## config.mk

```make
export PLATFORM = sky130hd
export DESIGN_NAME = id_ex_stage
export DESIGN_NICKNAME = d
export VERILOG_FILES = /design/src/rtl/id_ex_stage_pkg.sv /design/src/rtl/id_ex_stage_fwd_mux.sv /design/src/rtl/id_ex_stage.sv
export SDC_FILE = /design/constraint.sdc
export NUM_CORES = 1
export LEC_CHECK = 0
export ABC_AREA = 1
export BUFFER_PORTS_ARGS = -buffer_cell sky130_fd_sc_hd__buf_2
export CORE_MARGIN = 8
export CORE_UTILIZATION = 45
export CTS_CLUSTER_DIAMETER = 30
export DETAILED_ROUTE_END_ITERATION = 10
export GPL_TIMING_DRIVEN = 0
export PLACE_DENSITY = 0.87
export SYNTH_ARGS = -nofsm -noshare
export SYNTH_HDL_FRONTEND = slang
export SYNTH_SLANG_ARGS = --single-unit
```

## constraint.sdc

```tcl
create_clock -name clk -period 6.3 [get_ports clk]
set_clock_uncertainty 0.05 [all_clocks]
set_input_delay 0.315 -clock clk [delete_from_list [all_inputs] [get_ports clk]]
set_output_delay 0.315 -clock clk [all_outputs]
set_load 0.03 [all_outputs]
```

## src/rtl/id_ex_stage_pkg.sv

```systemverilog
// Shared constants and types for the ID/EX stage: ALU codes, operand selects,
// forwarding source codes and the stage-register layout.
package id_ex_stage_pkg;

  localparam logic [3:0] EXE_ALU_ADD = 4'd0;
  localparam logic [3:0] EXE_ALU_SUB = 4'd1;
  localparam logic [3:0] EXE_ALU_AND = 4'd2;
  localparam logic [3:0] EXE_ALU_OR  = 4'd3;
  localparam logic [3:0] EXE_ALU_XOR = 4'd4;
  localparam logic [3:0] EXE_ALU_SLT = 4'd5;
  localparam logic [3:0] EXE_ALU_SLL = 4'd6;
  localparam logic [3:0] EXE_ALU_SRL = 4'd7;
  localparam logic [3:0] EXE_ALU_SRA = 4'd8;
  localparam logic [3:0] EXE_ALU_LUI = 4'd9;

  localparam logic EXE_A_RS  = 1'b0;
  localparam logic EXE_A_SA  = 1'b1;
  localparam logic EXE_B_RT  = 1'b0;
  localparam logic EXE_B_IMM = 1'b1;

  typedef enum logic [1:0] {
    FWD_NONE = 2'd0,
    FWD_MEM  = 2'd1,
    FWD_WB   = 2'd2
  } fwd_sel_e;

  typedef struct packed {
    logic        valid;
    logic [31:0] pc;
    logic [31:0] rs_data;
    logic [31:0] rt_data;
    logic [4:0]  rs_addr;
    logic [4:0]  rt_addr;
    logic [31:0] imm;
    logic [4:0]  sa;
    logic [3:0]  oper;
    logic        a_sel;
    logic        b_sel;
    logic        wb_en;
    logic [4:0]  wb_addr;
    logic        mem_ren;
    logic        mem_wen;
  } stage_t;

  function automatic stage_t bubble();
    stage_t s;
    s      = '0;
    s.oper = EXE_ALU_ADD;
    return s;
  endfunction

endpackage

```

## src/rtl/id_ex_stage_fwd_mux.sv

```systemverilog
// Combinational operand source selector: MEM result, WB data, or latched
// register-file data. Register 0 is never forwarded.
module fwd_mux
  import id_ex_stage_pkg::*;
(
  input  logic [4:0]  reg_addr,
  input  logic [31:0] reg_data,
  input  logic        mem_wb_en,
  input  logic [4:0]  mem_wb_addr,
  input  logic [31:0] mem_alu_result,
  input  logic        wb_wb_en,
  input  logic [4:0]  wb_wb_addr,
  input  logic [31:0] wb_data,
  output logic [31:0] data
);

  fwd_sel_e sel;

  // MEM is the younger producer, so it is checked before WB.
  always_comb begin
    sel = FWD_NONE;
    if (reg_addr != '0) begin
      if (mem_wb_en && (mem_wb_addr == reg_addr))
        sel = FWD_MEM;
      else if (wb_wb_en && (wb_wb_addr == reg_addr))
        sel = FWD_WB;
    end
  end

  always_comb begin
    case (sel)
      FWD_MEM: data = mem_alu_result;
      FWD_WB:  data = wb_data;
      default: data = reg_data;
    endcase
  end

endmodule

```

## src/rtl/id_ex_stage.sv

```systemverilog
// ID/EX pipeline register with MEM/WB operand forwarding and load-use
// bubble insertion, feeding the EX-stage ALU.
module id_ex_stage
  import id_ex_stage_pkg::*;
(
  input  logic        clk,
  input  logic        rst,
  input  logic        stall,
  input  logic        flush,
  input  logic        id_valid,
  input  logic [31:0] id_pc,
  input  logic [31:0] id_rs_data,
  input  logic [31:0] id_rt_data,
  input  logic [4:0]  id_rs_addr,
  input  logic [4:0]  id_rt_addr,
  input  logic [31:0] id_imm,
  input  logic [4:0]  id_sa,
  input  logic [3:0]  id_alu_oper,
  input  logic        id_a_sel,
  input  logic        id_b_sel,
  input  logic        id_wb_en,
  input  logic [4:0]  id_wb_addr,
  input  logic        id_mem_ren,
  input  logic        id_mem_wen,
  input  logic        mem_wb_en,
  input  logic [4:0]  mem_wb_addr,
  input  logic [31:0] mem_alu_result,
  input  logic        wb_wb_en,
  input  logic [4:0]  wb_wb_addr,
  input  logic [31:0] wb_data,
  output logic [31:0] alu_a,
  output logic [31:0] alu_b,
  output logic [3:0]  alu_oper,
  output logic        ex_valid,
  output logic [31:0] ex_pc,
  output logic [31:0] ex_store_data,
  output logic        ex_wb_en,
  output logic [4:0]  ex_wb_addr,
  output logic        ex_mem_ren,
  output logic        ex_mem_wen,
  output logic        load_use
);

  stage_t      q, d;
  logic [31:0] fwd_rs, fwd_rt;

  // Conservative: a match on rt stalls even if ID does not read rt.
  always_comb begin
    load_use = q.valid && q.mem_ren && q.wb_en && (q.wb_addr != '0) && id_valid &&
               ((q.wb_addr == id_rs_addr) || (q.wb_addr == id_rt_addr));
  end

  always_comb begin
    d = q;
    if (!stall) begin
      if (flush || load_use || !id_valid) begin
        d = bubble();
      end else begin
        d.valid   = 1'b1;
        d.pc      = id_pc;
        d.rs_data = id_rs_data;
        d.rt_data = id_rt_data;
        d.rs_addr = id_rs_addr;
        d.rt_addr = id_rt_addr;
        d.imm     = id_imm;
        d.sa      = id_sa;
        d.oper    = id_alu_oper;
        d.a_sel   = id_a_sel;
        d.b_sel   = id_b_sel;
        d.wb_en   = id_wb_en;
        d.wb_addr = id_wb_addr;
        d.mem_ren = id_mem_ren;
        d.mem_wen = id_mem_wen;
      end
    end
  end

  always_ff @(posedge clk or posedge rst) begin
    if (rst) q <= bubble();
    else     q <= d;
  end

  fwd_mux u_fwd_rs (
    .reg_addr       (q.rs_addr),
    .reg_data       (q.rs_data),
    .mem_wb_en      (mem_wb_en),
    .mem_wb_addr    (mem_wb_addr),
    .mem_alu_result (mem_alu_result),
    .wb_wb_en       (wb_wb_en),
    .wb_wb_addr     (wb_wb_addr),
    .wb_data        (wb_data),
    .data           (fwd_rs)
  );

  fwd_mux u_fwd_rt (
    .reg_addr       (q.rt_addr),
    .reg_data       (q.rt_data),
    .mem_wb_en      (mem_wb_en),
    .mem_wb_addr    (mem_wb_addr),
    .mem_alu_result (mem_alu_result),
    .wb_wb_en       (wb_wb_en),
    .wb_wb_addr     (wb_wb_addr),
    .wb_data        (wb_data),
    .data           (fwd_rt)
  );

  assign alu_a         = (q.a_sel == EXE_A_SA)  ? {27'b0, q.sa} : fwd_rs;
  assign alu_b         = (q.b_sel == EXE_B_IMM) ? q.imm         : fwd_rt;
  assign alu_oper      = q.oper;
  assign ex_store_data = fwd_rt;
  assign ex_valid      = q.valid;
  assign ex_pc         = q.pc;
  assign ex_wb_en      = q.wb_en;
  assign ex_wb_addr    = q.wb_addr;
  assign ex_mem_ren    = q.mem_ren;
  assign ex_mem_wen    = q.mem_wen;

endmodule

```

# [After elaboration in Yosys (flattened, before gate mapping)]
# Index checks and enable logic that the tools add are counted.
[classes] eq_ne=10 muxes=11 reduce_logical=16
[op_table] cell="$mux 158" count=1
[op_table] cell="$pmux 32 s2" count=2
[op_table] cell="$mux 32" count=2
[op_table] cell="$eq 5x5->1" count=6
[op_table] cell="$reduce_bool 5->1" count=3
[op_table] cell="$mux 2" count=6
[op_table] cell="$logic_and 1x1->1" count=9
[op_table] cell="$eq 2x1->1 const B" count=2
[op_table] cell="$eq 2x2->1 const B" count=2
[op_table] cell="$logic_or 1x1->1" count=3
[op_table] cell="$logic_not 1->1" count=1
[word_totals] register_bits=158 out_inout_bits=142 word_cells=52

# [Depth between registers and ports, before layout]
[depth] depth_word=8 ltp_mapped=16

# [Hierarchy]
# Synthesis repeated with hierarchy kept, for this count alone.
[hier_totals] hier_cells=1304 area_unflattened_um2=9695.5
[modules_own_cells] mod="id_ex_stage" n_inst=1 cells_per_inst=879 area_each_um2=7551.0 seq_area_each_um2=3953.8
[modules_own_cells] mod="fwd_mux (u_fwd_rt)" n_inst=1 cells_per_inst=209 area_each_um2=1179.9 seq_area_each_um2=0.0
[modules_own_cells] mod="fwd_mux (u_fwd_rs)" n_inst=1 cells_per_inst=216 area_each_um2=964.7 seq_area_each_um2=0.0

# [Worst setup path after synthesis]
# No wires, ideal clock.
[synth_path] path_type="reg2out" start="register q[52] (netlist name)" end="output port alu_b[0]" arrival_ns=2.672 required_ns=5.935 setup_slack_ns=3.263 path_stages_with_launch=15 path_buffers=2 cell_sequence="dfrtp_1 > inv_1 > nand2_1 > nor2_1 > nand3_1 > nor3b_1 > nand4_1 > ha_1 > clkbuf_1 > inv_1 > clkbuf_1 > nor2_1 > a21oi_1 > nand2_1 > nand2_1"
[synth_between] elab_chain_cells=8
[synth_rtl] element="start: declaration" line_no="id_ex_stage.sv:44" text="stage_t q, d;"
[synth_rtl] element="start signal: assignment" line_no="id_ex_stage.sv:79" text="if (rst) q <= bubble();"
[synth_rtl] element="$eq 5x5->1" line_no="id_ex_stage_fwd_mux.sv:25" text="else if (wb_wb_en && (wb_wb_addr == reg_addr))"
[synth_rtl] element="$logic_and 1x1->1" line_no="id_ex_stage_fwd_mux.sv:25"
[synth_rtl] element="$mux 2" line_no="id_ex_stage_fwd_mux.sv:25"
[synth_rtl] element="$mux 2" line_no="id_ex_stage_fwd_mux.sv:23" text="if (mem_wb_en && (mem_wb_addr == reg_addr))"
[synth_rtl] element="$mux 2 (*)" line_no="id_ex_stage_fwd_mux.sv:22" text="if (reg_addr != '0) begin"
[synth_rtl] element="$eq 2x2->1 / $eq 2x1->1 (equally long branches)" line_no="id_ex_stage_fwd_mux.sv:31" text="case (sel)"
[synth_rtl] element="$pmux 32 s2 (*)" line_no="id_ex_stage_fwd_mux.sv:31"
[synth_rtl] element="named net ex_store_data[0]" line_no="id_ex_stage.sv:36" text="output logic [31:0] ex_store_data,"
[synth_rtl] element="$mux 32 (*)" line_no="id_ex_stage.sv:108" text="assign alu_b = (q.b_sel == EXE_B_IMM) ? q.imm : fwd_rt;"
[synth_rtl] element="end: declaration" line_no="id_ex_stage.sv:32" text="output logic [31:0] alu_b,"
# The timed path passes the listed nets; every way through them passes the cells marked *.

# [Worst setup path in the final report]
[layout_path] start="register q[58] (netlist name)" end="output port alu_a[26]"
[layout_between] elab_chain_cells=8
[layout_rtl] element="$eq 5x5->1" line_no="id_ex_stage_fwd_mux.sv:25"
[layout_rtl] element="$logic_and 1x1->1" line_no="id_ex_stage_fwd_mux.sv:25"
[layout_rtl] element="$mux 2" line_no="id_ex_stage_fwd_mux.sv:25"
[layout_rtl] element="$mux 2" line_no="id_ex_stage_fwd_mux.sv:23"
[layout_rtl] element="$mux 2 (*)" line_no="id_ex_stage_fwd_mux.sv:22"
[layout_rtl] element="$eq 2x2->1 / $eq 2x1->1 (equally long branches)" line_no="id_ex_stage_fwd_mux.sv:31"
[layout_rtl] element="$pmux 32 s2 (*)" line_no="id_ex_stage_fwd_mux.sv:31"
[layout_rtl] element="$mux 32 (*)" line_no="id_ex_stage.sv:107" text="assign alu_a = (q.a_sel == EXE_A_SA) ? {27'b0, q.sa} : fwd_rs;"
[layout_rtl] element="end: declaration" line_no="id_ex_stage.sv:31" text="output logic [31:0] alu_a,"
# Mark *: on every way between the ends. The rest lies on a longest branch, timed or not.

==> summary.md <==
| Metric | Value |
|---|---|
| Status | finished, final reports clean |
| Hold path cells | 3 |
| IO buf count | 378 |
| Root Driver | clkbuf_16 |
| Die area | 0.0246 sq mm |
| Io pins | 380 |
| Gr ovfl total | 0 |
| DP Area | 0.0112 sq mm |
| FF-to-FF End | q[119] |
| Rows | 51 |
| Endpoint type of the worst setup path | output pin |
| Final period util | 0.630 |
| Routed wire length per instance | 20.0 microns |
| Power per cell area | 237 mW/mm^2 |
| Synth cell types | 26 |
| WHS | 49.2 ps |
| VDD IR max | 204 uV |
| Clock-pin transition on the worst setup and hold timing paths | 70 ps |
| Setup-failing EPs final | 0 |
| Clock Sinks | 158 |
| Synthesized net count | 1502 |
| FILL cells | 1888 |
| First DRT Iteration DRCs | 1219 |
| LEAKAGE | 6.95 nW |
| Register area share after synthesis | 0.442 |
| Fin. max-slew vios | 0 |
| H-tree levels | 4 |
| Slew @ Worst Pin | 745 ps |
| Min Tclk post-route | 3970 ps |
| Final instance area | 0.0119 sq mm |
| Layout area overhead | 32.5% |
| Worst r2r src | ex_wb_addr[0] |
| CP Max Fanout | 10 |
| DRT Wirelength | 38800 microns |
| Total GRT Usage | 0.313 |
| Vias in the first global route | 10739 |
| Synthesized area | 0.00894 sq mm |
| R2R depth | 11 |
| Final ANT Viol Nets | 0 |
| Rel. slew slack | 0.504 |
| CP arrival | 3600 ps |
| Unrepaired setup endpoints after global routing | false |
| Req. time, crit path | 5930 ps |
| Max Root-Sink Buffers | 2 |
| Worst Min Path Start | id_pc[25] |
| Post-DP HPWL | 30300 microns |
| DIE WIDTH | 157 microns |
| Hold Path Class | in -> reg |
| First-pass GRT wire length | 59500 microns |
| Hold path endpoint | ex_pc[25] |
| Die height | 157 microns |
| Maxcap violations | 0 |
| Post-CTS Setup Repair Bufs | 0 |
| Routed via count | 10388 |
| Synth Instances | 1260 |
| CTS tree | done |
| Max frequency | 0.252 GHz |
| Core region area | 0.0195 sq mm |
| Startpoint Class | flip-flop |
| Pre-Repair DR Iteration Count | 7 |
| Routability cong. | 0.989 |
| Largest net degree at the start of global routing | 89 |
| Yosys warning count | 0 |
| Final Util | 0.609 |
| Residual DRC | 0 |
| Seq cells post-synth | 158 |
| Final #Nets | 1901 |
| Post-Place Cells | 1904 |
| Initial antenna violation count | 7 |
| Routed vias/inst | 5.35 |
| Crit Path Category | reg -> out |
| Clock latency on the worst-skew pair | 430 ps |
| CTS Buf Count | 17 |
| Initial Utilization | 0.460 |
| Reg-to-reg setup timing slack | 4490 ps |
| Syn_area_per_cell | 7.10 sq um |
| Final Non-Filler Cells | 1940 |
| Count of final hold-check violations | 0 |
| Layout cells sized above 1 | 0.299 |
[synth_stat cells, drive strengths merged]
| master | n | area share |
|---|---|---|
| a21oi | 130 | 0.073 |
| a22o | 1 | 0.00098 |
| and3 | 1 | 0.00070 |
| buf | 77 | 0.063 |
| clkbuf | 51 | 0.021 |
| dfrtp | 158 | 0.44 |
| ha | 4 | 0.0056 |
| inv | 41 | 0.017 |
| nand2 | 521 | 0.22 |
| nand3 | 163 | 0.097 |
| nand4 | 4 | 0.0028 |
| nor2 | 56 | 0.023 |
| nor3 | 2 | 0.0011 |
| nor3b | 2 | 0.0022 |
| o21ai | 36 | 0.020 |
| o221ai | 1 | 0.00098 |
| o22ai | 8 | 0.0056 |
| xnor2 | 3 | 0.0029 |
| xor2 | 1 | 0.00098 |
[critical path: stages, from the launching register on]
cell,delay (ps)
dfrtp_1,440
inv_1,80
o21ai_0,180
nor2_1,70
nand2_1,60
nor2_1,50
nor2_1,170
inv_1,60
ha_1,280
clkbuf_1,270
inv_1,360
clkbuf_1,410
o21ai_0,160
a21oi_1,320
buf_2,270
[cells in the final DEF (no fill, tap or decap), drive strengths merged]
cell,count
xor2,1
nor2,56
ha,4
buf,456
dlygate4sd3,1
and3,1
bufinv,4
nor3b,2
dfrtp,158
a22o,1
diode,3
inv,46
nand4,4
o21ai,36
nand3,163
a21oi,130
clkinvlp,4
nor3,2
nand2,521
clkinv,1
xnor2,3
o221ai,1
clkbuf,69
o22ai,8
[through the flow]
| stage | setup WS, ps | power, W | setup TNS, ps |
|---|---|---|---|
| after floorplan | 1670 | 0.00145 | 0 |
| after global placement | -192 | 0.00168 | -27890 |
| after detailed placement | 2810 | 0.00169 | 0 |
| after CTS | 2340 | 0.00281 | 0 |
| after global routing | 2070 | 0.00291 | 0 |
| final | 2330 | 0.00281 | 0 |
[worst max path at each step]
| stage | start | end | depth (start not counted) |
|---|---|---|---|
| floorplan | rst | alu_oper[0] | 1 |
| global route | q[58] | alu_a[26] | 14 |
| global placement | rst | q[26] | 2 |
| finish | q[58] | alu_a[26] | 14 |
| CTS | q[60] | alu_a[26] | 14 |
| detailed placement | q[58] | alu_a[26] | 14 |
[flip-flops by register name, summed over array words and instances (netlist names)]
name and count:
alu_oper 4, ex_mem_ren 1, ex_mem_wen 1, ex_pc 32
ex_valid 1, ex_wb_addr 5, ex_wb_en 1, q 113
[area by class of cell]
cell class                 instances  area [sq um]  area share
timing repair buffer             380          1930       0.163
antenna                            3          7.51    0.000633
inverter                          41           161      0.0136
tap                              265           332      0.0280
clock inverter                    14           205      0.0173
multi-input combinational        933          4080       0.344
clock buffer                      18           429      0.0362
buffer                           128           758      0.0640
sequential                       158          3950       0.334
[repair_timing]
action                    in CTS  in global routing
hold buffers                   1                  0
hold endpoints to repair      70                  0
resized for setup              0                  0
[kinds of logic (layout without fill, tap and decap cells)]
family	count (synthesis)	count (layout)	synth area share
other	0	3	0
XOR/XNOR	4	4	0.00392
adder cells (fa/ha/maj)	4	4	0.00560
AND/OR/NAND/NOR	749	749	0.346
buffers and inverters	169	581	0.102
flip-flops	158	158	0.442
AO/OA/AOI/OAI	176	176	0.100
[power by group]
part           internal [W]  switching (W)
Combinational      0.000187       0.000385
Clock              0.000672       0.000457
Sequential          0.00107      0.0000370
[metal layers]
layer  vias up  wire length [microns]  global-route usage
met2       629                  18200               0.521
li1       4826                      -                   -
met5         -                     59                   0
met1      4806                  14700               0.372
met4        10                   1300               0.115
met3       117                   4520               0.103
Power figures use the tool's default switching activity.
